## src/rtl/ram_port_arbiter_if.sv

```systemverilog
// Bundle of the two requester ports plus the single-port RAM connection.
// The arbiter uses the slave modport; requesters and the RAM model use the master modport.
interface ram_port_arbiter_if #(
    parameter int AW = 5,
    parameter int DW = 41
) ();
    logic          req0;
    logic          req1;
    logic          we0;
    logic          we1;
    logic [AW-1:0] addr0;
    logic [AW-1:0] addr1;
    logic [DW-1:0] din0;
    logic [DW-1:0] din1;
    logic          ack0;
    logic          ack1;
    logic [DW-1:0] dout0;
    logic [DW-1:0] dout1;
    logic          ram_en;
    logic          ram_we;
    logic [AW-1:0] ram_addr;
    logic [DW-1:0] ram_di;
    logic [DW-1:0] ram_do;

    modport slave (
        input  req0, req1, we0, we1, addr0, addr1, din0, din1, ram_do,
        output ack0, ack1, dout0, dout1, ram_en, ram_we, ram_addr, ram_di
    );

    modport master (
        output req0, req1, we0, we1, addr0, addr1, din0, din1, ram_do,
        input  ack0, ack1, dout0, dout1, ram_en, ram_we, ram_addr, ram_di
    );
endinterface

```

## src/rtl/ram_port_arbiter.sv

```systemverilog
// Two-requester arbiter in front of one synchronous single-port RAM: IDLE -> ACCESS -> DONE.
// Define RAM_ARB_ROUND_ROBIN_EN for round-robin tie-break; otherwise requester 0 wins ties.
module ram_port_arbiter #(
    parameter int AW = 5,
    parameter int DW = 41
) (
    input  logic               clk,
    input  logic               rst,
    ram_port_arbiter_if.slave  bus
);
    typedef enum logic [1:0] {IDLE, ACCESS, DONE} state_t;

    state_t        state_reg, state_next;
    logic          winner_reg, winner_next;
    logic          we_reg, we_next;
    logic [AW-1:0] addr_reg, addr_next;
    logic [DW-1:0] din_reg, din_next;
    logic          grant_id;
    logic          access;
    logic          done;
    logic [1:0]    ack_vec;
    logic [DW-1:0] dout_vec [2];

`ifdef RAM_ARB_ROUND_ROBIN_EN
    logic prio_reg, prio_next;

    // Pointer only matters on a tie; a sole requester always wins.
    always_comb begin
        if (bus.req0 && bus.req1) begin
            grant_id = prio_reg;
        end else begin
            grant_id = !bus.req0;
        end
    end
`else
    always_comb begin
        grant_id = !bus.req0;
    end
`endif

    always_ff @(posedge clk) begin
        if (rst) begin
            state_reg  <= IDLE;
            winner_reg <= 1'b0;
            we_reg     <= 1'b0;
            addr_reg   <= '0;
            din_reg    <= '0;
`ifdef RAM_ARB_ROUND_ROBIN_EN
            prio_reg   <= 1'b0;
`endif
        end else begin
            state_reg  <= state_next;
            winner_reg <= winner_next;
            we_reg     <= we_next;
            addr_reg   <= addr_next;
            din_reg    <= din_next;
`ifdef RAM_ARB_ROUND_ROBIN_EN
            prio_reg   <= prio_next;
`endif
        end
    end

    always_comb begin
        state_next  = state_reg;
        winner_next = winner_reg;
        we_next     = we_reg;
        addr_next   = addr_reg;
        din_next    = din_reg;
`ifdef RAM_ARB_ROUND_ROBIN_EN
        prio_next   = prio_reg;
`endif
        case (state_reg)
            IDLE: begin
                if (bus.req0 || bus.req1) begin
                    state_next  = ACCESS;
                    winner_next = grant_id;
                    we_next     = grant_id ? bus.we1   : bus.we0;
                    addr_next   = grant_id ? bus.addr1 : bus.addr0;
                    din_next    = grant_id ? bus.din1  : bus.din0;
`ifdef RAM_ARB_ROUND_ROBIN_EN
                    prio_next   = !grant_id;
`endif
                end
            end
            ACCESS:  state_next = DONE;
            DONE:    state_next = IDLE;
            default: state_next = IDLE;
        endcase
    end

    assign access = (state_reg == ACCESS);
    assign done   = (state_reg == DONE);

    // RAM pins are quiet (all zero) outside the single ACCESS cycle.
    assign bus.ram_en   = access;
    assign bus.ram_we   = access && we_reg;
    assign bus.ram_addr = access ? addr_reg : '0;
    assign bus.ram_di   = access ? din_reg  : '0;

    generate
        for (genvar gi = 0; gi < 2; gi++) begin : g_port
            localparam logic PORT_ID = 1'(gi);
            assign ack_vec[gi]  = done && (winner_reg == PORT_ID);
            assign dout_vec[gi] = ack_vec[gi] ? bus.ram_do : '0;
        end
    endgenerate

    assign bus.ack0  = ack_vec[0];
    assign bus.ack1  = ack_vec[1];
    assign bus.dout0 = dout_vec[0];
    assign bus.dout1 = dout_vec[1];
endmodule
```

## src/flat_wrapper.sv

```systemverilog
// flat-port wrapper written by rule: the top's interface ports become plain ports
module ram_port_arbiter_flat 
#(
    parameter int AW = 5,
    parameter int DW = 41
)
  (clk, rst, bus_req0, bus_req1, bus_we0, bus_we1, bus_addr0, bus_addr1, bus_din0, bus_din1, bus_ram_do, bus_ack0, bus_ack1, bus_dout0, bus_dout1, bus_ram_en, bus_ram_we, bus_ram_addr, bus_ram_di);
  ram_port_arbiter_if #(.AW(AW), .DW(DW)) bus_i ();
  input  logic clk;
  input  logic rst;
  input wire logic [$bits(bus_i.req0)-1:0] bus_req0;
  input wire logic [$bits(bus_i.req1)-1:0] bus_req1;
  input wire logic [$bits(bus_i.we0)-1:0] bus_we0;
  input wire logic [$bits(bus_i.we1)-1:0] bus_we1;
  input wire logic [$bits(bus_i.addr0)-1:0] bus_addr0;
  input wire logic [$bits(bus_i.addr1)-1:0] bus_addr1;
  input wire logic [$bits(bus_i.din0)-1:0] bus_din0;
  input wire logic [$bits(bus_i.din1)-1:0] bus_din1;
  input wire logic [$bits(bus_i.ram_do)-1:0] bus_ram_do;
  output wire logic [$bits(bus_i.ack0)-1:0] bus_ack0;
  output wire logic [$bits(bus_i.ack1)-1:0] bus_ack1;
  output wire logic [$bits(bus_i.dout0)-1:0] bus_dout0;
  output wire logic [$bits(bus_i.dout1)-1:0] bus_dout1;
  output wire logic [$bits(bus_i.ram_en)-1:0] bus_ram_en;
  output wire logic [$bits(bus_i.ram_we)-1:0] bus_ram_we;
  output wire logic [$bits(bus_i.ram_addr)-1:0] bus_ram_addr;
  output wire logic [$bits(bus_i.ram_di)-1:0] bus_ram_di;
  assign bus_i.req0 = bus_req0;
  assign bus_i.req1 = bus_req1;
  assign bus_i.we0 = bus_we0;
  assign bus_i.we1 = bus_we1;
  assign bus_i.addr0 = bus_addr0;
  assign bus_i.addr1 = bus_addr1;
  assign bus_i.din0 = bus_din0;
  assign bus_i.din1 = bus_din1;
  assign bus_i.ram_do = bus_ram_do;
  assign bus_ack0 = bus_i.ack0;
  assign bus_ack1 = bus_i.ack1;
  assign bus_dout0 = bus_i.dout0;
  assign bus_dout1 = bus_i.dout1;
  assign bus_ram_en = bus_i.ram_en;
  assign bus_ram_we = bus_i.ram_we;
  assign bus_ram_addr = bus_i.ram_addr;
  assign bus_ram_di = bus_i.ram_di;
  ram_port_arbiter #(.AW(AW), .DW(DW)) u_core (.clk(clk), .rst(rst), .bus(bus_i));
endmodule
```

## config.mk

```make
export PLATFORM = sky130hd
export DESIGN_NAME = ram_port_arbiter_flat
export DESIGN_NICKNAME = d
export VERILOG_FILES = /design/src/rtl/ram_port_arbiter_if.sv /design/src/rtl/ram_port_arbiter.sv /design/src/flat_wrapper.sv
export SDC_FILE = /design/constraint.sdc
export NUM_CORES = 1
export LEC_CHECK = 0
export ABC_CLOCK_PERIOD_IN_PS = 2500
export CAP_MARGIN = 20
export CORE_AREA = 2 2 105 107
export CTS_CLUSTER_DIAMETER = 40
export DETAILED_ROUTE_END_ITERATION = 10
export DIE_AREA = 0 0 107 109
export GPL_TIMING_DRIVEN = 1
export PLACE_DENSITY = 0.84
export SLEW_MARGIN = 0
export SYNTH_ARGS = -nofsm -noshare
export SYNTH_HDL_FRONTEND = slang
export SYNTH_SLANG_ARGS = --single-unit
```

## constraint.sdc

```tcl
create_clock -name clk -period 2.5 [get_ports clk]
set_input_delay 0.5 -clock clk [delete_from_list [all_inputs] [get_ports clk]]
set_output_delay 0.5 -clock clk [all_outputs]
set_load 0.05 [all_outputs]
```

Yosys cells after proc, flatten, opt, wreduce, memory -nomap -nowiden
Index checks and enable logic that the tools add are counted.
Widths: inputs -> output; s select.
{ "word_totals": {"register_bits": 50, "inputBits": 139, "out_inout_bits": 132, "wordCells": 25} }
{ "op_classes": {"eq_ne": 3, "muxes": 9, "bitwise": 1, "n_reduce_logical": 7} }
{ "op_table": {"columns": ["operator", "n"], "rows": [
  ["$mux 41", 4],
  ["$mux 5", 2],
  ["$pmux 2 s2", 1],
  ["$logic_and 1x1->1", 3],
  ["$eq 2x1->1 const B", 1],
  ["$eq 2x2->1 const B", 1],
  ["$logic_not 2->1", 1],
  ["$mux 2", 1],
  ["$ne 2x1->1 const B", 1],
  ["$reduce_and 2->1", 1],
  ["$logic_not 1->1", 1],
  ["$logic_or 1x1->1", 1],
  ["$mux 1", 1],
  ["$not 1->1", 1]
]} }

Depth between registers and ports, before layout
{ "logic_depth": {"ltp_word": 3, "mapped_depth": 6, "ltp_nobuf": 3} }

Worst setup path before layout
No wires, ideal clock.
{ "synth_path": {"path_kind": "register to output", "startpoint": "register u_core.state_reg[1]", "endpoint": "output port bus_dout0[31]", "t_arrival_ps": 1848, "t_required_ps": 2000, "path_slack_ps": 152, "stages_incl_launch_ff": 4, "n_path_buf": 1, "path_cell_list": "dfxtp_1 nor3b_1 clkbuf_1 and2_1"} }
{ "synth_via": {"elab_chain_cells": 3} }
{ "synth_lines": {"columns": ["element", "line", "source"], "rows": [
  ["from (decl)", "ram_port_arbiter.sv:13", "state_t state_reg, state_next;"],
  ["from (signal assigned)", "ram_port_arbiter.sv:52", "state_reg <= state_next;"],
  ["$eq 2x2->1", "ram_port_arbiter.sv:92", "assign done = (state_reg == DONE);"],
  ["$logic_and 1x1->1", "ram_port_arbiter.sv:103", "assign ack_vec[gi] = done && (winner_reg == PORT_ID);"],
  ["net bus_ack0", "flat_wrapper.sv:20", "output wire logic [$bits(bus_i.ack0)-1:0] bus_ack0;"],
  ["$mux 41", "ram_port_arbiter.sv:104", "assign dout_vec[gi] = ack_vec[gi] ? bus.ram_do : '0;"],
  ["to (decl)", "flat_wrapper.sv:22", "output wire logic [$bits(bus_i.dout0)-1:0] bus_dout0;"]
]} }
The timed path passes the listed nets, and every way through them passes these cells.

Final worst setup path
{ "layout_path": {"startpoint": "register u_core.state_reg[1]", "endpoint": "output port bus_dout0[2]"} }
{ "layout_via": {"elab_chain_cells": 3} }
{ "layout_lines": {"columns": ["element", "line"], "rows": [
  ["$eq 2x2->1", "ram_port_arbiter.sv:92"],
  ["$logic_and 1x1->1", "ram_port_arbiter.sv:103"],
  ["$mux 41", "ram_port_arbiter.sv:104"]
]} }
Every way passes these cells.

==> reports/results.tsv <==
stage	metric	value	unit
placement	Routability Congestion	0.834	
detailed_routing	Vias/cell	4.85	
detailed_routing	WL met3	1090	um
global_routing	vias in the first global route	3745	
layout	share of cells above drive strength 1	28.5	%
critical_path	worst-case reg-to-reg path depth	4	
timing	FMAX	461	MHz
floorplan	starting density of the core	30.4	%
clock_tree	CTS max path bufs	2	
layout	number of flip-flops in the largest register	41	
timing	Worst slew margin	56.9	%
floorplan	die area	11700	um^2
layout	fin nets	756	
detailed_routing	TritonRoute pass-1 iters	6	
critical_path	CP max FO	42	
detailed_routing	post-route antenna net violation count	0	
floorplan	cell row count	38	
timing	max-slew violations	0	
clock_tree	TritonCTS sink count	50	
critical_path	crit-path leading delay family	buffers and inverters	
power_and_ir_drop	Int Power	1770	uW
timing	final count of hold timing violations	0	
yosys	Yosys cell types	16	
critical_path	critical path's largest stage delay	0.43	ns
timing	Period Utilization, post-route	86.8	%
timing	final setup TNS	0	ns
yosys	YS warnings	0	
layout	Final Instance Area	7420	um^2
yosys	Syn Inst Count	370	
timing	Layout Skew	0.00563	ns
critical_path	Crit Reg-Reg Startpoint	u_core.state_reg[1]$_SDFFE_PP0P_	
placement	detailed placement HPWL	11400	um
global_routing	gr usage total	22.5	%
clock_tree	post-CTS setup buffers	0	
power_and_ir_drop	Switching Fraction	33.4	%
timing	Setup-failing EPs final	0	
critical_path	Buf/Inv on CP	2	
critical_path	Reg-to-Reg End	u_core.din_reg[21]$_SDFFE_PP0P_	
critical_path	r2r setup slk	1.06	ns
placement	Port Buffers	270	
timing	Tmin final	2.17	ns
layout	commonest non-fill, non-tap cell in the layout	clkdlybuf4s50_1	
detailed_routing	met2 routed WL	7300	um
detailed_routing	number of remaining DRC errors	0	
critical_path	crit path max-delay cell type	dfxtp_1	
timing	hold slack final	0.523	ns
yosys	Seq cells post-synth	50	
layout	most frequent cells in the layout	136 x clkdlybuf4s50_1, 132 x buf_12, 129 x and2_1	
layout	ant diodes	0	
floorplan	io pins	271	
critical_path	CP required	2.00	ns
global_routing	largest net degree at the start of global routing	51	
power_and_ir_drop	power per cell area	359	nW/um^2
clock_tree	CTS Root Cell	clkbuf_8	
critical_path	Setup crit end kind	output pin	
clock_tree	Reg clk slew, reported paths	0.09	ns
placement	dpl ws	0.335	ns
detailed_routing	initial DRC count	117	
power_and_ir_drop	Comb power frac	43.7	%
global_routing	grt ovf	0	
yosys	Synthesized Nets	509	
detailed_routing	via count	3678	
clock_tree	CTS Buf Count	5	
clock_tree	H-tree depth	2	
floorplan	Core Area	10600	um^2
detailed_routing	highest routed layer	met4	
yosys	post-synthesis sequential area ratio	31.0	%
placement	dpl cell area	7310	um^2
floorplan	Die Y-Extent	109	um
power_and_ir_drop	sequential share of power	35.1	%
yosys	Mapped Area	3230	um^2
layout	filler cell count	736	
min_path	hold endpoint	u_core.din_reg[20]$_SDFFE_PP0P_	
floorplan	Horiz. Die Dim	107	um
critical_path	crit start category	flop	
yosys	average size of a mapped cell	8.72	um^2
detailed_routing	routed wire length	13700	um
timing	RSZ-0062 raised after global routing	false	
critical_path	crit path DAT	1.67	ns
global_routing	first-pass GRT wire length	20300	um
clock_tree	hold_buf cts	0	
clock_tree	CTS tree	done	
power_and_ir_drop	P_sw	890	uW
detailed_routing	M1 WL	4850	um
power_and_ir_drop	leakage power	0.00298	uW
clock_tree	post-CTS sizing	0	
layout	Layout area overhead	130	%
min_path	WHS Path Cells	2	
timing	Worst Slack Setup Final	0.330	ns
min_path	worst hold path type	flop to flop	
global_routing	initial antenna violation count	0	
power_and_ir_drop	share of total power in the clock network	21.1	%
min_path	hold_sp	u_core.din_reg[20]$_SDFFE_PP0P_	
critical_path	Cell Chain, Critical Path	nor3b_2, buf_4, and2_1, buf_12	
detailed_routing	Avg WL per Cell	18.1	um
clock_tree	clk_lat worst skew	0.29	ns
status	status	finished clean	
power_and_ir_drop	worst ir drop on vdd	0.000375	V
critical_path	critical path type	flop to output pin	
timing	Slew @ Worst Pin	0.646	ns
job	Max Cap Viol	0	
routing by layer:
layer  global-route usage, %  up-vias
li1                        -     1769
met1                    23.7     1695
met2                    42.5      190
met3                    6.22       24
met4                    8.26        0
met5                       0        -
power by group through the flow:
stage	clock [uW]	combinational, uW	sequential, uW
3_3_place_gp	0	1140	947
2_1_floorplan	0	585	934
6_report	563	1160	936
3_5_place_dp	0	1170	952
4_1_cts	576	1170	935
5_1_grt	607	1230	946
synth_stat cells, drive strengths merged:
library cell	instances	area share, %
and2	130	25
a21oi	48	7.4
buf	15	3.1
nor3b	1	0.23
and3b	1	0.27
clkbuf	25	2.9
or2	1	0.19
mux2i	47	15
a211oi	48	14
nor2	1	0.12
nor2b	3	0.58
dfxtp	50	31
layout make-up:
cell class | instances | area, um^2 | share of cell area, %
multi-input cells | 280 | 2050 | 27.6
clock buffers | 6 | 72.6 | 0.978
well taps | 140 | 175 | 2.36
flip-flops and latches | 50 | 1000 | 13.5
repair buffers | 280 | 4090 | 55.1
clock inverters | 2 | 37.5 | 0.506
kinds of logic (layout without fill, tap and decap cells):
| logic type | Yosys count | count (layout) | synth area share (%) |
|---|---|---|---|
| flip-flops | 50 | 50 | 31.0 |
| AO/OA/AOI/OAI | 96 | 96 | 21.7 |
| AND/OR/NAND/NOR | 137 | 137 | 26.7 |
| buffers and inverters | 40 | 288 | 6.05 |
| multiplexers | 47 | 47 | 14.6 |
worst max path at each step:
stage	from	end	slack, ns	cells after the start
after floorplan	u_core.state_reg[1]$_SDFFE_PP0P_	bus_dout0[31]	0.15	3
after global placement	bus_req1	u_core.din_reg[20]$_SDFFE_PP0P_	0.43	4
after detailed placement	bus_req1	u_core.din_reg[22]$_SDFFE_PP0P_	0.34	5
after CTS	u_core.state_reg[1]$_SDFFE_PP0P_	bus_dout0[2]	0.30	4
after global routing	u_core.state_reg[1]$_SDFFE_PP0P_	bus_dout0[7]	0.23	4
final	u_core.state_reg[1]$_SDFFE_PP0P_	bus_dout0[2]	0.33	4
per-stage QoR:
step / instances / power (uW) / utilization, %
after global routing: 758 / 2780 / 70.0
after detailed placement: 750 / 2120 / 69.0
after global placement: 750 / 2090 / 69.0
final: 758 / 2660 / 70.0
after floorplan: 370 / 1520 / -
after CTS: 758 / 2680 / 70.0
worst register-to-register path: stages (launching register included):
cell and delay (ns):
dfxtp_1 0.36, nor2_4 0.12, buf_4 0.44, a21oi_1 0.15
a211oi_1 0.28
Power figures use the tool's default switching activity.
==> variant 1, RTL diff (config.mk and constraints unchanged) <==
`AW` is set to 5 in 3 places; all go to 4.
--- a/src/rtl/ram_port_arbiter_if.sv
+++ b/src/rtl/ram_port_arbiter_if.sv
@@ -2,5 +2,5 @@
 // The arbiter uses the slave modport; requesters and the RAM model use the master modport.
 interface ram_port_arbiter_if #(
-    parameter int AW = 5,
+    parameter int AW = 4,
     parameter int DW = 41
 ) ();
--- a/src/rtl/ram_port_arbiter.sv
+++ b/src/rtl/ram_port_arbiter.sv
@@ -2,5 +2,5 @@
 // Define RAM_ARB_ROUND_ROBIN_EN for round-robin tie-break; otherwise requester 0 wins ties.
 module ram_port_arbiter #(
-    parameter int AW = 5,
+    parameter int AW = 4,
     parameter int DW = 41
 ) (
--- a/src/flat_wrapper.sv
+++ b/src/flat_wrapper.sv
@@ -2,5 +2,5 @@
 module ram_port_arbiter_flat 
 #(
-    parameter int AW = 5,
+    parameter int AW = 4,
     parameter int DW = 41
 )
Ports: changed (resized bus_addr0, bus_addr1 and bus_ram_addr); port bits go from 271 to 268. The function was not compared with the original's and may differ.
==> variant 1 against the unedited design <==
  * Wire length fell by 0.90%
  * Area after synthesis rose by 0.35%
  * Sequential cell count fell by 1
  * Sequential power fell by 2%
  * Worst setup slack got worse by 13 ps
  * Clock skew fell by 1.5 ps
  * Largest power group unchanged
  * Critical endpoint is now bus_dout1[33]
  * Hold slack improved by 2.1 ps
  * Total power fell by 4.6%
  * Count of clock-buffer cells in the layout rose by 2
  * Cell area fell by 1.5%
==> variant 1: results (changes against the unedited design) <==
Peak VDD IR: 0.331 mV (-12%)
fin cells: 749 (-1.2%)
f_max: 458 MHz (-0.61%)
Post-Synthesis Net Count: 500 (-1.8%)
Iter 0 DRT Violations: 157 (+34%)
met1 GRT Util: 23.3% (-0.38 points)
largest net degree at the start of global routing: 50 (-2.0%)
dpl cells: 740 (-1.3%)
Post-Synthesis Cells: 363 (-1.9%)
outcome: completed
DP HPWL: 11000 um (-3.4%)
GR Util met2: 42.3% (-0.23 points)
gpl congestion: 0.827 (-0.88%)
routed vias/inst: 4.89 (+0.79%)
clk_skew: 4.10 ps (-1.53 ps)
Area contributors post-synth: dfxtp_1 30%, and2_1 25%, mux2i_1 14%
first-pass GRT wire length: 20200 um (-0.68%)
register-to-register setup slack: 1040 ps (-20 ps)
area post-placement: 7210 sq um (-1.4%)
met3 usage: 5.74% (-0.48 points)
via count of the first global-routing pass: 3811 (+1.8%)
PortBufs: 267 (-1.1%)
Netlist cell types: 14 (-2)
DRT Pass-1 Iters: 4 (-2)
sequential fraction of the synthesis area: 30.3% (-0.73 points)
WHS: 525 ps (+2.12 ps)
mux cell area share after synthesis: 14.2% (-0.36 points)
[variant 1: stage by stage]
step           TNS (ps)  total power, W  utilization, %
3_5_place_dp       -139         0.00210            68.0
3_3_place_gp          0         0.00206            68.0
6_report              0         0.00254            69.0
5_1_grt               0         0.00265            69.0
4_1_cts               0         0.00255            68.8
2_1_floorplan         0         0.00151               -
[variant 1: metal layers]
layer / up-vias / wire (um)
li1: 1740 / -
met3: 26 / 1000
met4: 0 / 407
met5: - / 0
met2: 182 / 7350
met1: 1715 / 4830
[variant 1: cell type report]
cell class | count | area [sq um]
Clock buffer | 8 | 80.1
Tap cell | 140 | 175
Fill cell | 755 | 3290
Timing Repair Buffer | 276 | 4000
Multi-Input combinational cell | 276 | 2070
Sequential cell | 49 | 981
[variant 1: worst paths after layout]
check | to | startpoint
max | bus_dout1[33] | u_core.winner_reg$_SDFFE_PP0P_
min | u_core.din_reg[23]$_SDFFE_PP0P_ | u_core.din_reg[23]$_SDFFE_PP0P_
max reg2reg | u_core.din_reg[29]$_SDFFE_PP0P_ | u_core.state_reg[1]$_SDFFE_PP0P_
min reg2reg | u_core.din_reg[23]$_SDFFE_PP0P_ | u_core.din_reg[23]$_SDFFE_PP0P_
[variant 1: where the power goes]
| part | internal, W | switching (W) | total, W |
|---|---|---|---|
| clock network | 0.000200 | 0.000254 | 0.000454 |
| registers | 0.000870 | 0.0000479 | 0.000918 |
| logic | 0.000586 | 0.000583 | 0.00117 |
| total | 0.00166 | 0.000885 | 0.00254 |
[variant 1: critical path, stage by stage, from the launching register on]
cell and delay (ps):
dfxtp_1 440, and3b_1 190, buf_4 330, and2_1 270
buf_12 160
==> variant 2, RTL diff (same settings) <==
Made on the original files. Encoding of `state_t`: now one-hot (3 bits for 3 states).
--- a/src/rtl/ram_port_arbiter.sv
+++ b/src/rtl/ram_port_arbiter.sv
@@ -9,5 +9,5 @@
     ram_port_arbiter_if.slave  bus
 );
-    typedef enum logic [1:0] {IDLE, ACCESS, DONE} state_t;
+    typedef enum logic [2:0] {IDLE = 3'b001, ACCESS = 3'b010, DONE = 3'b100} state_t;
 
     state_t        state_reg, state_next;
Formal check against the unedited RTL: no difference found for any inputs over 10 cycles, from zero or initial values and one cycle with rst high; not proved beyond that.
==> variant 2 against the unedited design <==
  * Sequential cell count grew 1
  * Worst setup slack lost 160 ps
  * Wire length grew 5.1%
  * Area after synthesis grew 6.3%
  * Cell area grew 2.9%
  * Total power shrank 6.4%
  * Cell count is the same
  * Maximum frequency shrank 6.8%
  * Sequential power grew 5.4%
  * Critical endpoint is now bus_ram_di[39]
  * Largest cell class unchanged
==> variant 2: results (changes against the unedited design) <==
Seq area share: 13.4% (-0.12 points)
DRT Pass-1 Iters: 4 (-2)
Comb pwr share: 36.2% (-7.5 points)
pre-CTS setup slack: 354 ps (+18.4 ps)
first-pass GRT wire length: 21800 um (+7.6%)
comb_multi_in: 281 (+0.36%)
clk_skew: 10.6 ps (+5.00 ps)
per-cell routed wire length: 19.0 um (+5.1%)
sw power: 0.000778 W (-13%)
f_max: 430 MHz (-6.8%)
max reg flops: 41 (unchanged)
H-Tree Depth: 2 (unchanged)
routed wl met3: 1090 um (-0.27%)
part of the power in registers: 39.6% (+4.5 points)
GR Util met2: 46.1% (+3.6 points)
mux cell area share after synthesis: 13.7% (-0.86 points)
Lkg Pwr: 3.01 nW (+0.97%)
via count of the first global-routing pass: 4029 (+7.6%)
met3 usage: 7.23% (+1.0 points)
Clock Pin Slew Worst Setup and Hold Paths: 90 ps (about the same)
nonclk buf count: 278 (-0.71%)
gpl congestion: 0.839 (+0.62%)
most common library cells after synthesis: 130 x and2_1, 51 x dfxtp_1, 48 x a211oi_2, 48 x a21oi_1, 47 x mux2i_1
crit path max fanout: 50 (+19%)
Netlist cell types: 17 (+1)
Largest stage delay, worst path: 450 ps (+20 ps)
Peak VDD IR: 0.265 mV (-29%)
Post-Synthesis Net Count: 513 (+0.79%)
sequential fraction of the synthesis area: 29.8% (-1.2 points)
GRT Util Overall: 24.1% (+1.6 points)
Iter 0 DRT Violations: 206 (+76%)
M1 WL: 4870 um (+0.52%)
clock-cell share of area: 1.54% (+0.057 points)
xor and xnor area share after synthesis: 0% (unchanged)
WP data arrival: 1830 ps (+160 ps)
Area contributors post-synth: dfxtp_1 30%, and2_1 24%, a211oi_2 18%
DP HPWL: 11400 um (+0.55%)
antenna violations before repair: 0 (unchanged)
routed vias/inst: 4.91 (+1.3%)
met1 GRT Util: 24.1% (+0.35 points)
Root Driver: clkbuf_8
outcome: completed
layout cells sized above 1: 33.0% (+4.5 points)
clock sinks: 51 (+2.0%)
gr ovfl total: 0 (unchanged)
clk_buf instances: 6 (unchanged)
fillers: 728 (-1.1%)
Clock Latency Late Sink: 300 ps
Multi-input gate area: 2220 sq um (+8.6%)
synth warn: 0 (unchanged)
post-synthesis compound-gate area fraction: 24.7% (+3.0 points)
worst-margin pin slew: 791 ps (+145 ps)
final layout net count: 756 (unchanged)
P_seq: 0.000987 W (+5.4%)
signal buffers share of area: 53.7% (-1.4 points)
met2 routed WL: 7880 um (+7.9%)
[variant 2: cells by family after synthesis]
group | count (synthesis)
buffers and inverters | 42
AND/OR/NAND/NOR | 137
multiplexers | 47
AO/OA/AOI/OAI | 97
flip-flops | 51
[variant 2: metrics by stage]
stage          instances  utilization, %  area [sq um]
6_report             758            72.0          7640
5_1_grt              758            72.0          7640
4_1_cts              758            72.0          7630
3_5_place_dp         750            70.9          7510
3_3_place_gp         750            70.9          7510
2_1_floorplan        374               -          3430
[variant 2: worst paths after layout]
kind	startpoint	end	slack [ps]	depth (start not counted)
hold reg to reg	u_core.din_reg[38]$_SDFFE_PP0P_	u_core.din_reg[38]$_SDFFE_PP0P_	560	2
hold / removal	u_core.din_reg[38]$_SDFFE_PP0P_	u_core.din_reg[38]$_SDFFE_PP0P_	560	2
setup / recovery	u_core.state_reg[1]$_SDFFE_PP0P_	bus_ram_di[39]	170	4
setup reg to reg	u_core.state_reg[0]$_SDFFE_PP1P_	u_core.addr_reg[1]$_SDFFE_PP0P_	860	4
